## src/rtl/clock_supervisor_pkg.sv

```systemverilog
// Shared state encoding, fixed output widths and helpers for the clock supervisor.
package clock_supervisor_pkg;

  typedef enum logic [1:0] {
    SUP_RESET = 2'b00,
    SUP_WAIT  = 2'b01,
    SUP_RUN   = 2'b10,
    SUP_FAIL  = 2'b11
  } sup_state_e;

  localparam int unsigned LOST_W  = 8;
  localparam int unsigned RETRY_W = 2;

  function automatic logic [LOST_W-1:0] sat_inc(input logic [LOST_W-1:0] v);
    return (v == '1) ? v : v + 1'b1;
  endfunction

endpackage

```

## src/rtl/clock_supervisor_lock_sync_debounce.sv

```systemverilog
// Per-channel LOCKED synchroniser and debouncer: stable after STABLE_CYCLES
// consecutive synced-high cycles, dropped on the first synced low.
module lock_sync_debounce #(
  parameter int unsigned STABLE_CYCLES = 16
) (
  input  logic clk48,
  input  logic clkgen_rst,
  input  logic locked_async,
  output logic stable
);

  localparam int unsigned CNT_W = $clog2(STABLE_CYCLES + 1);
  localparam logic [CNT_W-1:0] CNT_MAX = CNT_W'(STABLE_CYCLES);

  logic             sync1_q;
  logic             sync2_q;
  logic [CNT_W-1:0] cnt_q;
  logic [CNT_W-1:0] cnt_d;

  always_comb begin
    cnt_d = cnt_q;
    if (!sync2_q) begin
      cnt_d = '0;
    end else if (cnt_q != CNT_MAX) begin
      cnt_d = cnt_q + 1'b1;
    end
  end

  always_ff @(posedge clk48) begin
    if (clkgen_rst) begin
      sync1_q <= 1'b0;
      sync2_q <= 1'b0;
      cnt_q   <= '0;
    end else begin
      sync1_q <= locked_async;
      sync2_q <= sync1_q;
      cnt_q   <= cnt_d;
    end
  end

  // Gating with sync2_q makes stable fall on the very first synced low.
  assign stable = sync2_q && (cnt_q == CNT_MAX);

endmodule

```

## src/rtl/clock_supervisor.sv

```systemverilog
// Reset/lock sequencer for NUM_GEN clock generators: pulses DCM resets, waits for
// debounced locks with retry, re-sequences on lock loss and commits the fast-clock select.
module clock_supervisor
  import clock_supervisor_pkg::*;
#(
  parameter int unsigned NUM_GEN      = 4,
  parameter int unsigned RST_HOLD     = 8,
  parameter int unsigned LOCK_TIMEOUT = 65536,
  parameter int unsigned LOCK_STABLE  = 16,
  parameter int unsigned MAX_RETRY    = 3,
  parameter int unsigned SEL_W        = 1,
  parameter int unsigned SEL_GAP      = 4
) (
  input  logic               clk48,
  input  logic               clkgen_rst,
  input  logic [NUM_GEN-1:0] gen_enable,
  input  logic [NUM_GEN-1:0] gen_locked,
  input  logic               restart,
  input  logic [SEL_W-1:0]   sel_req,
  output logic [NUM_GEN-1:0] dcm_rst,
  output logic               clocks_locked,
  output logic [SEL_W-1:0]   fastclk_sel,
  output logic [1:0]         sup_state,
  output logic [RETRY_W-1:0] retry_cnt,
  output logic [LOST_W-1:0]  lost_cnt
);

  localparam int unsigned HOLD_W = $clog2(RST_HOLD + 1);
  localparam int unsigned TMR_W  = $clog2(LOCK_TIMEOUT + 1);
  localparam int unsigned RTY_W  = $clog2(MAX_RETRY + 1);
  localparam int unsigned GAP_W  = $clog2(SEL_GAP + 1);

  localparam logic [HOLD_W-1:0] HOLD_LAST = HOLD_W'(RST_HOLD - 1);
  localparam logic [TMR_W-1:0]  TMR_LAST  = TMR_W'(LOCK_TIMEOUT - 1);
  localparam logic [RTY_W-1:0]  RTY_MAX   = RTY_W'(MAX_RETRY);
  localparam logic [GAP_W-1:0]  GAP_LAST  = GAP_W'(SEL_GAP - 1);

  logic [NUM_GEN-1:0] stable;

  for (genvar g = 0; g < NUM_GEN; g++) begin : g_lock
    lock_sync_debounce #(
      .STABLE_CYCLES(LOCK_STABLE)
    ) u_lsd (
      .clk48       (clk48),
      .clkgen_rst  (clkgen_rst),
      .locked_async(gen_locked[g]),
      .stable      (stable[g])
    );
  end

  sup_state_e         state_q, state_d;
  logic [HOLD_W-1:0]  hold_q, hold_d;
  logic [TMR_W-1:0]   timer_q, timer_d;
  logic [RTY_W-1:0]   retry_q, retry_d;
  logic [LOST_W-1:0]  lost_q, lost_d;
  logic [GAP_W-1:0]   gap_q, gap_d;
  logic [SEL_W-1:0]   sel_q, sel_d;
  logic [SEL_W-1:0]   sel_prev_q;
  logic [NUM_GEN-1:0] en_q;
  logic [NUM_GEN-1:0] dcm_rst_q;
  logic               locked_q;

  logic all_ok;
  logic run_ok;
  logic sel_changed;

  assign all_ok      = &(stable | ~gen_enable);
  // Loss in RUN is judged against the mask RUN was entered with, so a mask
  // change alone re-sequences without being counted as a lock loss.
  assign run_ok      = &(stable | ~en_q);
  assign sel_changed = (sel_req != sel_prev_q);

  always_comb begin
    state_d = state_q;
    hold_d  = hold_q;
    timer_d = timer_q;
    retry_d = retry_q;
    lost_d  = lost_q;
    unique case (state_q)
      SUP_RESET: begin
        if (gen_enable == '0) begin
          hold_d = '0;
        end else if (hold_q == HOLD_LAST) begin
          hold_d  = '0;
          state_d = SUP_WAIT;
        end else begin
          hold_d = hold_q + 1'b1;
        end
      end
      SUP_WAIT: begin
        if (all_ok) begin
          timer_d = '0;
          retry_d = '0;
          state_d = SUP_RUN;
        end else if (timer_q == TMR_LAST) begin
          timer_d = '0;
          retry_d = retry_q + 1'b1;
          state_d = (retry_d == RTY_MAX) ? SUP_FAIL : SUP_RESET;
        end else begin
          timer_d = timer_q + 1'b1;
        end
      end
      SUP_RUN: begin
        if (!run_ok || (gen_enable != en_q) || restart) begin
          state_d = SUP_RESET;
        end
        if (!run_ok) begin
          lost_d = sat_inc(lost_q);
        end
      end
      SUP_FAIL: begin
        if (restart) begin
          retry_d = '0;
          state_d = SUP_RESET;
        end
      end
      default: state_d = SUP_RESET;
    endcase
  end

  always_comb begin
    gap_d = '0;
    sel_d = sel_q;
    if ((state_q == SUP_RUN) && (sel_req != sel_q)) begin
      if (!sel_changed) begin
        gap_d = gap_q + 1'b1;
      end
      if (gap_d == GAP_LAST) begin
        sel_d = sel_req;
        gap_d = '0;
      end
    end
  end

  always_ff @(posedge clk48) begin
    if (clkgen_rst) begin
      state_q    <= SUP_RESET;
      hold_q     <= '0;
      timer_q    <= '0;
      retry_q    <= '0;
      lost_q     <= '0;
      gap_q      <= '0;
      sel_q      <= '0;
      sel_prev_q <= '0;
      en_q       <= gen_enable;
      dcm_rst_q  <= '1;
      locked_q   <= 1'b0;
    end else begin
      state_q    <= state_d;
      hold_q     <= hold_d;
      timer_q    <= timer_d;
      retry_q    <= retry_d;
      lost_q     <= lost_d;
      gap_q      <= gap_d;
      sel_q      <= sel_d;
      sel_prev_q <= sel_req;
      en_q       <= gen_enable;
      dcm_rst_q  <= ((state_d == SUP_RESET) || (state_d == SUP_FAIL)) ? '1 : ~gen_enable;
      locked_q   <= (state_d == SUP_RUN);
    end
  end

  assign sup_state     = state_q;
  assign dcm_rst       = dcm_rst_q;
  assign clocks_locked = locked_q;
  assign fastclk_sel   = sel_q;
  assign retry_cnt     = RETRY_W'(retry_q);
  assign lost_cnt      = lost_q;

endmodule

```

## config.mk

```make
export PLATFORM = sky130hd
export DESIGN_NAME = clock_supervisor
export DESIGN_NICKNAME = d
export VERILOG_FILES = /design/src/rtl/clock_supervisor_pkg.sv /design/src/rtl/clock_supervisor_lock_sync_debounce.sv /design/src/rtl/clock_supervisor.sv
export SDC_FILE = /design/constraint.sdc
export NUM_CORES = 1
export LEC_CHECK = 0
export CAP_MARGIN = 5
export CORE_ASPECT_RATIO = 0.8
export CORE_UTILIZATION = 57
export CTS_CLUSTER_DIAMETER = 200
export DETAILED_ROUTE_END_ITERATION = 8
export MAX_ROUTING_LAYER = met4
export PLACE_DENSITY = 0.77
export SLEW_MARGIN = 20
export SYNTH_ARGS = -nofsm -noshare
export SYNTH_HDL_FRONTEND = slang
export SYNTH_SLANG_ARGS = --single-unit
export TNS_END_PERCENT = 10
```

## constraint.sdc

```tcl
create_clock -name clk48 -period 3.45 [get_ports clk48]
set_clock_uncertainty 0.15 [all_clocks]
set_input_delay 1.035 -clock clk48 [delete_from_list [all_inputs] [get_ports clk48]]
set_output_delay 1.035 -clock clk48 [all_outputs]
set_load 0.02 [all_outputs]
```

# After elaboration in Yosys (flattened, before gate mapping)
# Cells that the tools add are included.
# word_totals
ff_bits	75
in_bits	12
output_inout_bits	18
elab_cells	108
# op_classes
addsub	9
eq_ne	23
n_mux	18
bitwise	11
reduce_logical	24
# op_table
op	count
$mux W17	2
$add A5 B1 Y5 const B	4
$eq A5 B5 Y1 const B	4
$mux W2	10
$ne A5 B5 Y1 const B	4
$add A17 B1 Y17 const B	1
$eq A17 B16 Y1 const B	1
$eq A2 B2 Y1 const B	5
$reduce_or A2 Y1	5
$add A8 B1 Y8 const B	1
$eq A8 B8 Y1 const B	1
$mux W4	2
$not A4 Y4	2
$or A4 B4 Y4	2
$pmux W2 S4	1
$reduce_and A4 Y1	2
$not A1 Y1	7
$mux W3	2
$reduce_and A3 Y1	2
$logic_and A1 B1 Y1	5
$add A4 B1 Y4 const B	1
$eq A4 B3 Y1 const B	1
$logic_not A2 Y1	2
$logic_not A4 Y1	1
14 further kinds	17

# Longest topological paths before layout
# Gate-level depths: netlist (run 1).
# logic_depth
ltp_word	12
depth_mapped	11
depth_no_buf	10

# Hierarchy
# From an unflattened synthesis (run 1), not the netlist that was laid out.
# unflattened
hier_cells	387
hier_area_um2	3498.4
# modules_own_cells
module	instances	cells_per_inst	area_per_inst_um2	seq_area_each_um2
clock_supervisor	1	271	2317.2	940.9
lock_sync_debounce	4	29	295.3	140.1

# Worst setup path before layout (run 1)
# Ideal clock, no wire load.
# synth_path
path_type	input to register
startpoint	input gen_enable[3]
endpoint	register dcm_rst_q[0], in the netlist dcm_rst[0]
setup_ps	120
t_arrival_ps	2636
required_time_ps	3180
slack_ps	544
stages	8
path_buffers	1
cell_sequence	a21boi_0 > or4_1 > clkbuf_1 > o211a_1 > o21ai_1 > ha_1 > nor2_1 > nand2_1
# synth_via
elab_chain_cells	8
word_cells_on_any_way	15
classes_between	eq/ne: 2; mux: 4; bitwise: 2; reduce/logical: 7
# synth_lines
item	line	text
from (decl)	clock_supervisor.sv:16	input logic [NUM_GEN-1:0] gen_enable,
$ne A4 B4 Y1 / $not A4 Y4 (equally long branches)	clock_supervisor.sv:104, clock_supervisor.sv:67	
$logic_or A1 B1 Y1 / $or A4 B4 Y4 (equally long branches)	clock_supervisor.sv:104, clock_supervisor.sv:67	
$logic_or A1 B1 Y1 / $reduce_and A4 Y1 (equally long branches)	clock_supervisor.sv:104, clock_supervisor.sv:67	
$mux W2 (on tied branches)	clock_supervisor.sv:104, clock_supervisor.sv:91	
$pmux W2 S4 *	clock_supervisor.sv:79	unique case (state_q)
named net state_d[1]	clock_supervisor.sv:51	sup_state_e state_q, state_d;
$eq A2 B2 Y1 / $logic_not A2 Y1 (equally long branches)	clock_supervisor.sv:158	dcm_rst_q <= ((state_d == SUP_RESET) || (state_d == SUP_FAIL)) ? '1 : ~gen_enable;
$logic_or A1 B1 Y1 *	clock_supervisor.sv:158	
$reduce_or A2 Y1 (no line) *	n/a	
to (signal assigned)	clock_supervisor.sv:158	
to (decl)	clock_supervisor.sv:60	logic [NUM_GEN-1:0] dcm_rst_q;
# Mark *: on every way through the listed nets, which the timed path passes. The rest lies on a longest branch.
# A chain may end at the register's enable or synchronous reset.

# Final worst setup path (run 1)
# layout_path
startpoint	register g_lock[1].u_lsd.cnt_q[0]
endpoint	register dcm_rst_q[0], in the netlist dcm_rst[0]
# layout_via
elab_chain_cells	12
word_cells_on_any_way	16
classes_between	eq/ne: 2; mux: 3; bitwise: 2; reduce/logical: 9
# layout_lines
item	line	text
from (decl)	clock_supervisor_lock_sync_debounce.sv:17	logic [CNT_W-1:0] cnt_q;
from (signal assigned)	clock_supervisor_lock_sync_debounce.sv:37	cnt_q <= cnt_d;
$eq A5 B5 Y1 *	clock_supervisor_lock_sync_debounce.sv:42	assign stable = sync2_q && (cnt_q == CNT_MAX);
$logic_and A1 B1 Y1 *	clock_supervisor_lock_sync_debounce.sv:42	
$or A4 B4 Y4	clock_supervisor.sv:70	assign run_ok = &(stable | ~en_q);
$reduce_and A4 Y1	clock_supervisor.sv:70	
$logic_not A1 Y1	n/a	
$logic_or A1 B1 Y1 (2 in a row)	clock_supervisor.sv:104	if (!run_ok || (gen_enable != en_q) || restart) begin
$mux W2	clock_supervisor.sv:104	
$pmux W2 S4 *	clock_supervisor.sv:79	
named net state_d[1]	clock_supervisor.sv:51	
$eq A2 B2 Y1 / $logic_not A2 Y1 (equally long branches)	clock_supervisor.sv:158	
$logic_or A1 B1 Y1 *	clock_supervisor.sv:158	
$reduce_or A2 Y1 (no line) *	n/a	
# Marked as above.

==> out/qor.log, run 1 <==
qor: run_status.run_status finished, final reports clean
qor: timing.timing.final.crit_period 3.16 ns
qor: final_layout.layout.cell_area.non_filler 0.00391 mm2
qor: floorplanning.core_region_area 0.00556 mm2
qor: final_layout.num_antenna_cells 0
qor: final_layout.area_growth_syn_to_fin 17.4%
qor: clocking.postCtsSetupBuffers 0
qor: yosys.edff_count_synth 0
qor: timing.achievable-frequency 316 MHz
qor: power.pwr_density_cell 413 mW/mm2
qor: detailed_routing.first_iter_violations 132
qor: timing.timing.max_slew.rel_slack 51.6%
qor: power.worst_ir_drop_vdd 323 uV
qor: final_layout.layout.nets 424
qor: timing.setup_total_negative_slack 0 ns
qor: worst_setup_path.timing_worst_setup_path_type flop to flop
qor: worst_setup_path.cp-start-kind flop
qor: yosys.synth_most_common_cell sky130_fd_sc_hd__dfxtp_1
qor: worst_setup_path.crit_slowest_cell sky130_fd_sc_hd__or4_1
qor: yosys.share_of_synthesized_flip_flops_with_an_asynchronous_set_or_reset 0%
qor: timing.setup_viol_count_final 0
qor: yosys.post_synthesis_cell_area 0.00333 mm2
qor: worst_setup_path.slowest_delay 0.62 ns
qor: placement.dp.final_hpwl 4370 um
qor: grt.grt_max_degree 44
qor: worst_setup_path.worstPathArrival 3.24 ns
qor: clocking.cts_buffers 9
qor: timing.tightestPinTransition 0.726 ns
qor: floorplanning.initial_utilization 60.0%
qor: placement.place_inst 465
qor: timing.grt_setup_unrepaired false
qor: placement.gpl.final_weighted_congestion 0.807
qor: yosys.postSynthNetCount 390
qor: clocking.cts_hold_buffers 0
qor: detailed_routing.avgViaCountPerCell 5.41
qor: detailed_routing.vias 2597
qor: grt.grt_usage 23.5%
qor: final_layout.instances_no_fill 480
qor: yosys.ys.flop_type sky130_fd_sc_hd__dfxtp_1
qor: timing.maxSlewViolCount 0
qor: power.power.static_leakage 1.37 nW
qor: clocking.clock_tree.root_cell sky130_fd_sc_hd__clkbuf_8
qor: worst_setup_path.required 3.53 ns
qor: yosys.synth_commonest_cells sky130_fd_sc_hd__dfxtp_1, sky130_fd_sc_hd__nor2_1, sky130_fd_sc_hd__nand2_1
qor: yosys.yosys_register_bits 75
qor: clocking.clkSlewWorstSetupHoldPaths 0.07 ns
qor: detailed_routing.ant_nets 0
qor: detailed_routing.post-route-drc-count 0
qor: placement.port_buffers 29
qor: worst_setup_path.timing.critical_path.to_type flop
qor: clocking.cts_tree yes
qor: timing.layout_worst_path_cycle_share 91.6%
qor: yosys.synth_sequential_area_ratio 45.0%
qor: placement.place_area 0.00372 mm2
qor: final_layout.layout-drive-gt1-share 7.96%
qor: grt.wire_length_of_the_first_global_routing_pass 10800 um
qor: yosys.netlist-cell-type-count 45
qor: job.drv_cap 0
qor: detailed_routing.detail_route.wirelength 6310 um
qor: worst_setup_path.critical_path.top_delay_family simple AND/OR/NAND/NOR gates
qor: power.total_power 0.00162 W
qor: clocking.ctsHtreeMaxLevel 3
qor: worst_setup_path.critical_path.cell_chain inv_1 -> ha_1 -> and4bb_2 -> a21boi_1 -> or4_1 -> or4_1 -> o21ai_1 -> ha_1 -> nor2_1 -> nand2_1
qor: yosys.yosysWarnings 0
qor: clocking.insertion_delay 0.35 ns
qor: floorplanning.die_w 87.5 um
qor: yosys.avgSynthCellArea 9.16 um2
qor: clocking.ctsLongestPathBuffers 2
qor: yosys.synth_top_area_share 45.0%
qor: clocking.clock-sinks 75
qor: worst_setup_path.crit_path_max_fanout 5
qor: yosys.synth_cells 364
qor: worst_hold_path.worst_hold_path_type flop to flop
qor: detailed_routing.detail_route.wl_per_cell 13.1 um
qor: final_layout.number_of_filler_cells_placed_in_the_layout 431
qor: grt.antenna_found_initial 0
qor: floorplanning.floorplan_row_count 24
qor: clocking.postCtsResizedCells 0
qor: worst_setup_path.crit_buf_inv 1
qor: grt.grt-ovfl-total 0
qor: grt.grt_pass1_vias 2392
qor: floorplanning.dieHeight 70.4 um
qor: timing.finalHoldViolations 0
qor: yosys.synth.top_cells.by_area sky130_fd_sc_hd__dfxtp_1, sky130_fd_sc_hd__ha_1, sky130_fd_sc_hd__xor2_1
qor: yosys.synth_top_area_cell sky130_fd_sc_hd__dfxtp_1
qor: detailed_routing.firstDrtPassIters 4
qor: floorplanning.design.portCount 30
qor: floorplanning.floorplan.die_area 0.00616 mm2
[routing by layer]
metal	vias up	track usage [%]	part of all wire (%)
met5	-	-	0
met4	0	5.28	0.90
met3	6	8.75	3.8
met2	44	35.6	46
met1	1210	29.9	49
li1	1337	-	-
[sequential cells by signal (all words and copies together) (netlist names), 3 cells and up]
signal and flops:
gap_q 3, g_lock.u_lsd.sync1_q 4, lost_cnt 8, g_lock.u_lsd.sync2_q 4
timer_q 17, hold_q 4, en_q 4, dcm_rst 4
g_lock.u_lsd.cnt_q 20
[stage by stage]
step                      setup WS [ns]  util [%]  hold slack (ns)
after floorplan                   0.544         -            0.262
after global placement            0.147      67.0            0.269
after detailed placement          0.107      67.0            0.273
after CTS                         0.290      70.4            0.292
after global routing             0.0981      70.4            0.313
final                             0.289      70.4            0.288
[cells in the final DEF (no fill, tap or decap), types with 3 or more instances in the layout]
cell and count:
sky130_fd_sc_hd__nor4_1 4, sky130_fd_sc_hd__nand2b_1 9, sky130_fd_sc_hd__and3_1 4, sky130_fd_sc_hd__nor3_1 18, sky130_fd_sc_hd__clkbuf_8 10, sky130_fd_sc_hd__a21oi_1 14
sky130_fd_sc_hd__buf_4 7, sky130_fd_sc_hd__mux2_2 4, sky130_fd_sc_hd__nand3_1 20, sky130_fd_sc_hd__nand4_1 8, sky130_fd_sc_hd__nor2b_1 16, sky130_fd_sc_hd__and4bb_2 4
sky130_fd_sc_hd__and4_1 4, sky130_fd_sc_hd__nor2_1 32, sky130_fd_sc_hd__nand2_1 24, sky130_fd_sc_hd__xnor2_1 16, sky130_fd_sc_hd__a21boi_0 4, sky130_fd_sc_hd__clkdlybuf4s50_1 28
sky130_fd_sc_hd__xor2_1 19, sky130_fd_sc_hd__or4_1 6, sky130_fd_sc_hd__mux2i_1 4, sky130_fd_sc_hd__o21ai_0 7, sky130_fd_sc_hd__ha_1 14, sky130_fd_sc_hd__a21boi_1 4
sky130_fd_sc_hd__dfxtp_1 75, sky130_fd_sc_hd__nand3b_1 4, sky130_fd_sc_hd__inv_1 13, sky130_fd_sc_hd__or3_1 3
[power by group]
part | switching [W] | leakage, nW | internal [W] | total [W]
clock network | 0.000306 | 0.0954 | 0.000350 | 0.000656
logic | 0.0000352 | 0.667 | 0.0000352 | 0.0000703
registers | 0.0000101 | 0.609 | 0.000879 | 0.000889
[cell families after synthesis]
logic type               count (synthesis)  synth area share, %
AND/OR/NAND/NOR                        161                 26.3
adder cells (fa/ha/maj)                 14                 5.26
flip-flops                              75                 45.0
buffers and inverters                   26                 2.93
AO/OA/AOI/OAI                           45                 8.71
multiplexers                             8                 2.55
XOR/XNOR                                35                 9.20
[worst paths after layout]
path,from,end,slack (ns),depth (start not counted)
max,g_lock[1].u_lsd.cnt_q[0],dcm_rst[0],0.29,10
min,g_lock[0].u_lsd.sync1_q,g_lock[0].u_lsd.sync2_q,0.29,1
max reg2reg,g_lock[1].u_lsd.cnt_q[0],dcm_rst[0],0.29,10
min reg2reg,g_lock[0].u_lsd.sync1_q,g_lock[0].u_lsd.sync2_q,0.29,1
[area by class of cell]
class                      instances  area (um2)  area share, %
clock buffer                      11         141           3.61
tap                               78        97.6           2.49
clock inverter                     4        51.3           1.31
timing repair buffer              36         338           8.63
sequential                        75        1500           38.4
inverter                          13        48.8           1.25
multi-input combinational        263        1730           44.3
[worst reg2reg max path: stages, from the launching register on]
cell and delay (ns):
sky130_fd_sc_hd__dfxtp_1 0.33, sky130_fd_sc_hd__inv_1 0.09, sky130_fd_sc_hd__ha_1 0.16, sky130_fd_sc_hd__and4bb_2 0.31, sky130_fd_sc_hd__a21boi_1 0.11, sky130_fd_sc_hd__or4_1 0.62
sky130_fd_sc_hd__or4_1 0.58, sky130_fd_sc_hd__o21ai_1 0.10, sky130_fd_sc_hd__ha_1 0.24, sky130_fd_sc_hd__nor2_1 0.25, sky130_fd_sc_hd__nand2_1 0.10
Note: power is estimated with default switching activity, not from simulation.
==> run 2, diff against run 1 <==
Settings changed: CORE_UTILIZATION 57 to 52, PLACE_DENSITY 0.77 to 0.74, SYNTH_HIERARCHICAL from default to 1.
Clock period 3.45 ns to 2.7 ns, I/O delays scaled along.
==> out/qor.log, run 2 <==
qor: run_status.run_status finished, final reports clean
qor: power.power.static_leakage 1.60 nW [+17%]
qor: yosys.share_of_synthesized_flip_flops_with_an_asynchronous_set_or_reset 0% [unchanged]
qor: timing.achievable-frequency 379 MHz [+20%]
qor: yosys.synth_top_area_cell sky130_fd_sc_hd__dfxtp_1
qor: clocking.cts_tree yes
qor: worst_hold_path.hold-path-cell-count 1 [unchanged]
qor: power.pwr-share-clk 44.2% [+3.6 points]
qor: timing.holdWs 0.296 ns [+0.00867 ns]
qor: yosys.synth_most_common_cell sky130_fd_sc_hd__dfxtp_1
qor: timing.layout_worst_path_cycle_share 97.8% [+6.2 points]
qor: detailed_routing.first_iter_violations 163 [+23%]
qor: detailed_routing.vias 2916 [+12%]
qor: yosys.synth_cells 387 [+6.3%]
qor: worst_setup_path.timing.reg2reg.setup_slack 0.06 ns [-0.23 ns]
qor: grt.grt_max_degree 23 [-48%]
qor: worst_setup_path.crit_path_max_fanout 7 [+2]
qor: grt.grt-ovfl-total 0 [unchanged]
qor: yosys.ys.flop_type sky130_fd_sc_hd__dfxtp_1
qor: yosys.synth.top_cells.by_area sky130_fd_sc_hd__dfxtp_1, sky130_fd_sc_hd__nor2_1, sky130_fd_sc_hd__ha_1
qor: grt.antenna_found_initial 0 [unchanged]
qor: final_layout.largest_register_ff_count 20 [unchanged]
qor: placement.dp.final_hpwl 5410 um [+24%]
qor: power.power.net_switching 0.000483 W [+38%]
qor: power.power.combinational.fraction 5.3% [+0.9 points]
qor: worst_setup_path.worstPathArrival 2.77 ns [-0.47 ns]
qor: placement.place_inst 523 [+12%]
qor: timing.timing.max_slew.rel_slack 69.1% [+17 points]
qor: clocking.ctsLongestPathBuffers 2 [unchanged]
qor: clocking.postCtsSetupBuffers 0 [unchanged]
qor: worst_setup_path.rr_endpoint timer_q[7]
qor: clocking.cts_hold_buffers 0 [unchanged]
qor: timing.tightestPinTransition 0.463 ns [-0.262 ns]
qor: detailed_routing.post-route-drc-count 0 [unchanged]
qor: worst_hold_path.whs_endpoint g_lock[0].u_lsd/sync2_q
qor: final_layout.layout-drive-gt1-share 16.0% [+8.1 points]
qor: grt.grt_pass1_vias 2741 [+15%]
qor: yosys.synth_commonest_cells sky130_fd_sc_hd__dfxtp_1, sky130_fd_sc_hd__nor2_1, sky130_fd_sc_hd__nand2_1
qor: final_layout.instances_no_fill 539 [+12%]
qor: job.drv_cap 0 [unchanged]
qor: worst_hold_path.hold_path_startpoint g_lock[0].u_lsd/sync1_q
qor: timing.setup_viol_count_final 0 [unchanged]
qor: yosys.avgSynthCellArea 9.04 um2 [-1.3%]
qor: floorplanning.initial_utilization 54.3% [-5.7 points]
qor: clocking.clock-sinks 75 [unchanged]
qor: floorplanning.floorplan_row_count 26 [+8.3%]
qor: yosys.netlist-cell-type-count 46 [+2.2%]
qor: final_layout.layout.cells.most_common sky130_fd_sc_hd__dfxtp_1
qor: power.pwr_density_cell 521 mW/mm2 [+26%]
qor: final_layout.area_growth_syn_to_fin 24.5%
qor: worst_setup_path.cp-start-kind flop
qor: placement.gpl.final_weighted_congestion 0.818 [+1.3%]
qor: detailed_routing.avgViaCountPerCell 5.41 [about the same]
qor: worst_setup_path.reg2regPathDepth 10 [unchanged]
qor: timing.timing.final.crit_period 2.64 ns [-0.521 ns]
qor: power.cellInternalPower 0.00179 W [+41%]
qor: floorplanning.dieHeight 75.4 um [+7.1%]
qor: floorplanning.design.portCount 30 [unchanged]
qor: final_layout.biggest_register g_lock.u_lsd/cnt_q
qor: timing.finalHoldViolations 0 [unchanged]
qor: grt.wire_length_of_the_first_global_routing_pass 12300 um [+14%]
qor: power.switching_share 21.3% [-0.47 points]
qor: final_layout.layout.core_utilization 67.6% [-2.8 points]
qor: final_layout.num_antenna_cells 0 [unchanged]
qor: detailed_routing.detail_route.wl_per_cell 13.8 um [+5.0%]
qor: detailed_routing.ant_nets 0 [unchanged]
qor: worst_setup_path.timing_worst_setup_path_type flop to flop
qor: yosys.yosysWarnings 6 [+6]
qor: grt.grt_usage 23.5% [-0.043 points]
qor: floorplanning.die_w 93.7 um [+7.1%]
qor: timing.maxSlewViolCount 0 [unchanged]
qor: clocking.clkSlewWorstSetupHoldPaths 0.08 ns [about the same]
qor: timing.grt_setup_unrepaired true
qor: clocking.ctsHtreeMaxLevel 3 [unchanged]
qor: worst_setup_path.required 2.83 ns [-0.70 ns]
qor: floorplanning.floorplan.die_area 0.00706 mm2 [+15%]
qor: worst_setup_path.worstReg2RegStart g_lock[3].u_lsd/cnt_q[0]
qor: final_layout.layout.nets 476 [+12%]
qor: detailed_routing.firstDrtPassIters 4 [unchanged]
qor: yosys.post_synthesis_cell_area 0.00350 mm2 [+5.0%]
qor: power.p_seq_share 50.5% [-4.6 points]
qor: yosys.edff_count_synth 0 [unchanged]
qor: placement.port_buffers 29 [unchanged]
qor: yosys.synth_top_area_share 42.9% [-2.1 points]
qor: clocking.clock_tree.root_cell sky130_fd_sc_hd__clkbuf_8
qor: power.worst_ir_drop_vdd 306 uV [-5.1%]
qor: clocking.cts_buffers 9 [unchanged]
qor: yosys.synth_sequential_area_ratio 42.9% [-2.1 points]
qor: floorplanning.core_region_area 0.00644 mm2 [+16%]
qor: worst_setup_path.timing.critical_path.to_type flop
qor: worst_hold_path.worst_hold_path_type flop to flop
qor: clocking.insertion_delay 0.35 ns [about the same]
qor: yosys.postSynthNetCount 413 [+5.9%]
qor: final_layout.most-common-layout-cells sky130_fd_sc_hd__dfxtp_1, sky130_fd_sc_hd__nor2_1, sky130_fd_sc_hd__buf_4, sky130_fd_sc_hd__clkdlybuf4s50_1, sky130_fd_sc_hd__nand2_1
qor: detailed_routing.detail_route.wirelength 7440 um [+18%]
qor: yosys.yosys_register_bits 75 [unchanged]
run 2: cell types whose count changed after synthesis, moves of 4 or more:
| cell | previous run | this run |
|---|---|---|
| sky130_fd_sc_hd__nor2_1 | 32 | 51 |
| sky130_fd_sc_hd__nor2b_1 | 16 | 22 |
| sky130_fd_sc_hd__nor3_1 | 18 | 9 |
| sky130_fd_sc_hd__a21boi_1 | 4 | 0 |
| sky130_fd_sc_hd__and4bb_4 | 0 | 4 |
| sky130_fd_sc_hd__and2_2 | 0 | 4 |
| sky130_fd_sc_hd__a21boi_0 | 4 | 0 |
| sky130_fd_sc_hd__and4bb_2 | 4 | 0 |
| sky130_fd_sc_hd__a21oi_1 | 14 | 19 |
| sky130_fd_sc_hd__xor2_1 | 19 | 15 |
| sky130_fd_sc_hd__clkbuf_1 | 13 | 6 |
run 2: critical path, cell delays in order, from the launching register on:
cell and delay [ns]:
sky130_fd_sc_hd__dfxtp_1 0.36, sky130_fd_sc_hd__inv_1 0.07, sky130_fd_sc_hd__ha_1 0.20, sky130_fd_sc_hd__and4bb_4 0.19, sky130_fd_sc_hd__and2_2 0.20, sky130_fd_sc_hd__nor2b_1 0.25
sky130_fd_sc_hd__buf_4 0.17, sky130_fd_sc_hd__o41ai_2 0.07, sky130_fd_sc_hd__buf_4 0.18, sky130_fd_sc_hd__or4_1 0.52, sky130_fd_sc_hd__a31oi_1 0.19
run 2: cells by family after synthesis:
logic type	after synthesis	share of synthesized area, %
AOI/OAI and AO/OA	47	8.76
xor gates and xnor gates	28	7.01
adders and majority gates	14	5.01
buffers and inverters	24	2.97
DFF	75	42.9
muxes	8	2.40
and+or+nand+nor	191	30.9
run 2: layout make-up:
class,instances,area (um2)
Tap cell,84,105
Clock buffer,13,169
Clock inverter,3,68.8
Sequential cell,75,1500
Timing Repair Buffer,62,551
Inverter,14,52.6
Multi-Input combinational cell,288,1910
Fill cell,534,2080
run 2: worst max path at each step:
| stage | startpoint | to | slack [ns] | cells after the start |
|---|---|---|---|---|
| after floorplan | g_lock[1].u_lsd/cnt_q[0] | dcm_rst[0] | 0.08 | 11 |
| after global placement | gen_enable[1] | dcm_rst[3] | -0.37 | 9 |
| after detailed placement | gen_enable[1] | dcm_rst[2] | -0.41 | 9 |
| after CTS | g_lock[0].u_lsd/cnt_q[0] | dcm_rst[2] | 0.03 | 12 |
| after global routing | g_lock[3].u_lsd/cnt_q[0] | timer_q[7] | -0.05 | 10 |
| final | g_lock[3].u_lsd/cnt_q[0] | timer_q[7] | 0.06 | 10 |
run 2: repair_timing:
item	4_1_cts	5_1_grt
resized for setup	2	4
pin swaps	0	1
endpoints found under the setup margin	5	10
run 2: stage by stage:
| stage | TNS, ns | instance area, um2 | setup slack [ns] | total power (W) |
|---|---|---|---|---|
| after detailed placement | -5.05 | 4100 | -0.413 | 0.00129 |
| after global routing | -0.247 | 4360 | -0.0498 | 0.00236 |
| final | 0 | 4360 | 0.0592 | 0.00227 |
| after CTS | 0 | 4350 | 0.0303 | 0.00229 |
| after global placement | -3.49 | 4100 | -0.366 | 0.00129 |
| after floorplan | 0 | 3500 | 0.0847 | 0.00123 |
run 2: metal layers:
metal	track usage, %	up-vias	part of all wire (%)
li1	-	1487	-
met1	28.8	1367	49
met2	37.2	51	46
met3	6.49	11	4.0
met4	8.89	0	1.5
met5	-	-	0
run 2: power by group through the flow:
stage	logic [W]	clock network [W]	registers, W
3_5_place_dp	0.000118	0	0.00117
3_3_place_gp	0.000115	0	0.00117
2_1_floorplan	0.0000605	0	0.00117
4_1_cts	0.000119	0.00103	0.00115
5_1_grt	0.000133	0.00107	0.00115
6_report	0.000119	0.00100	0.00115
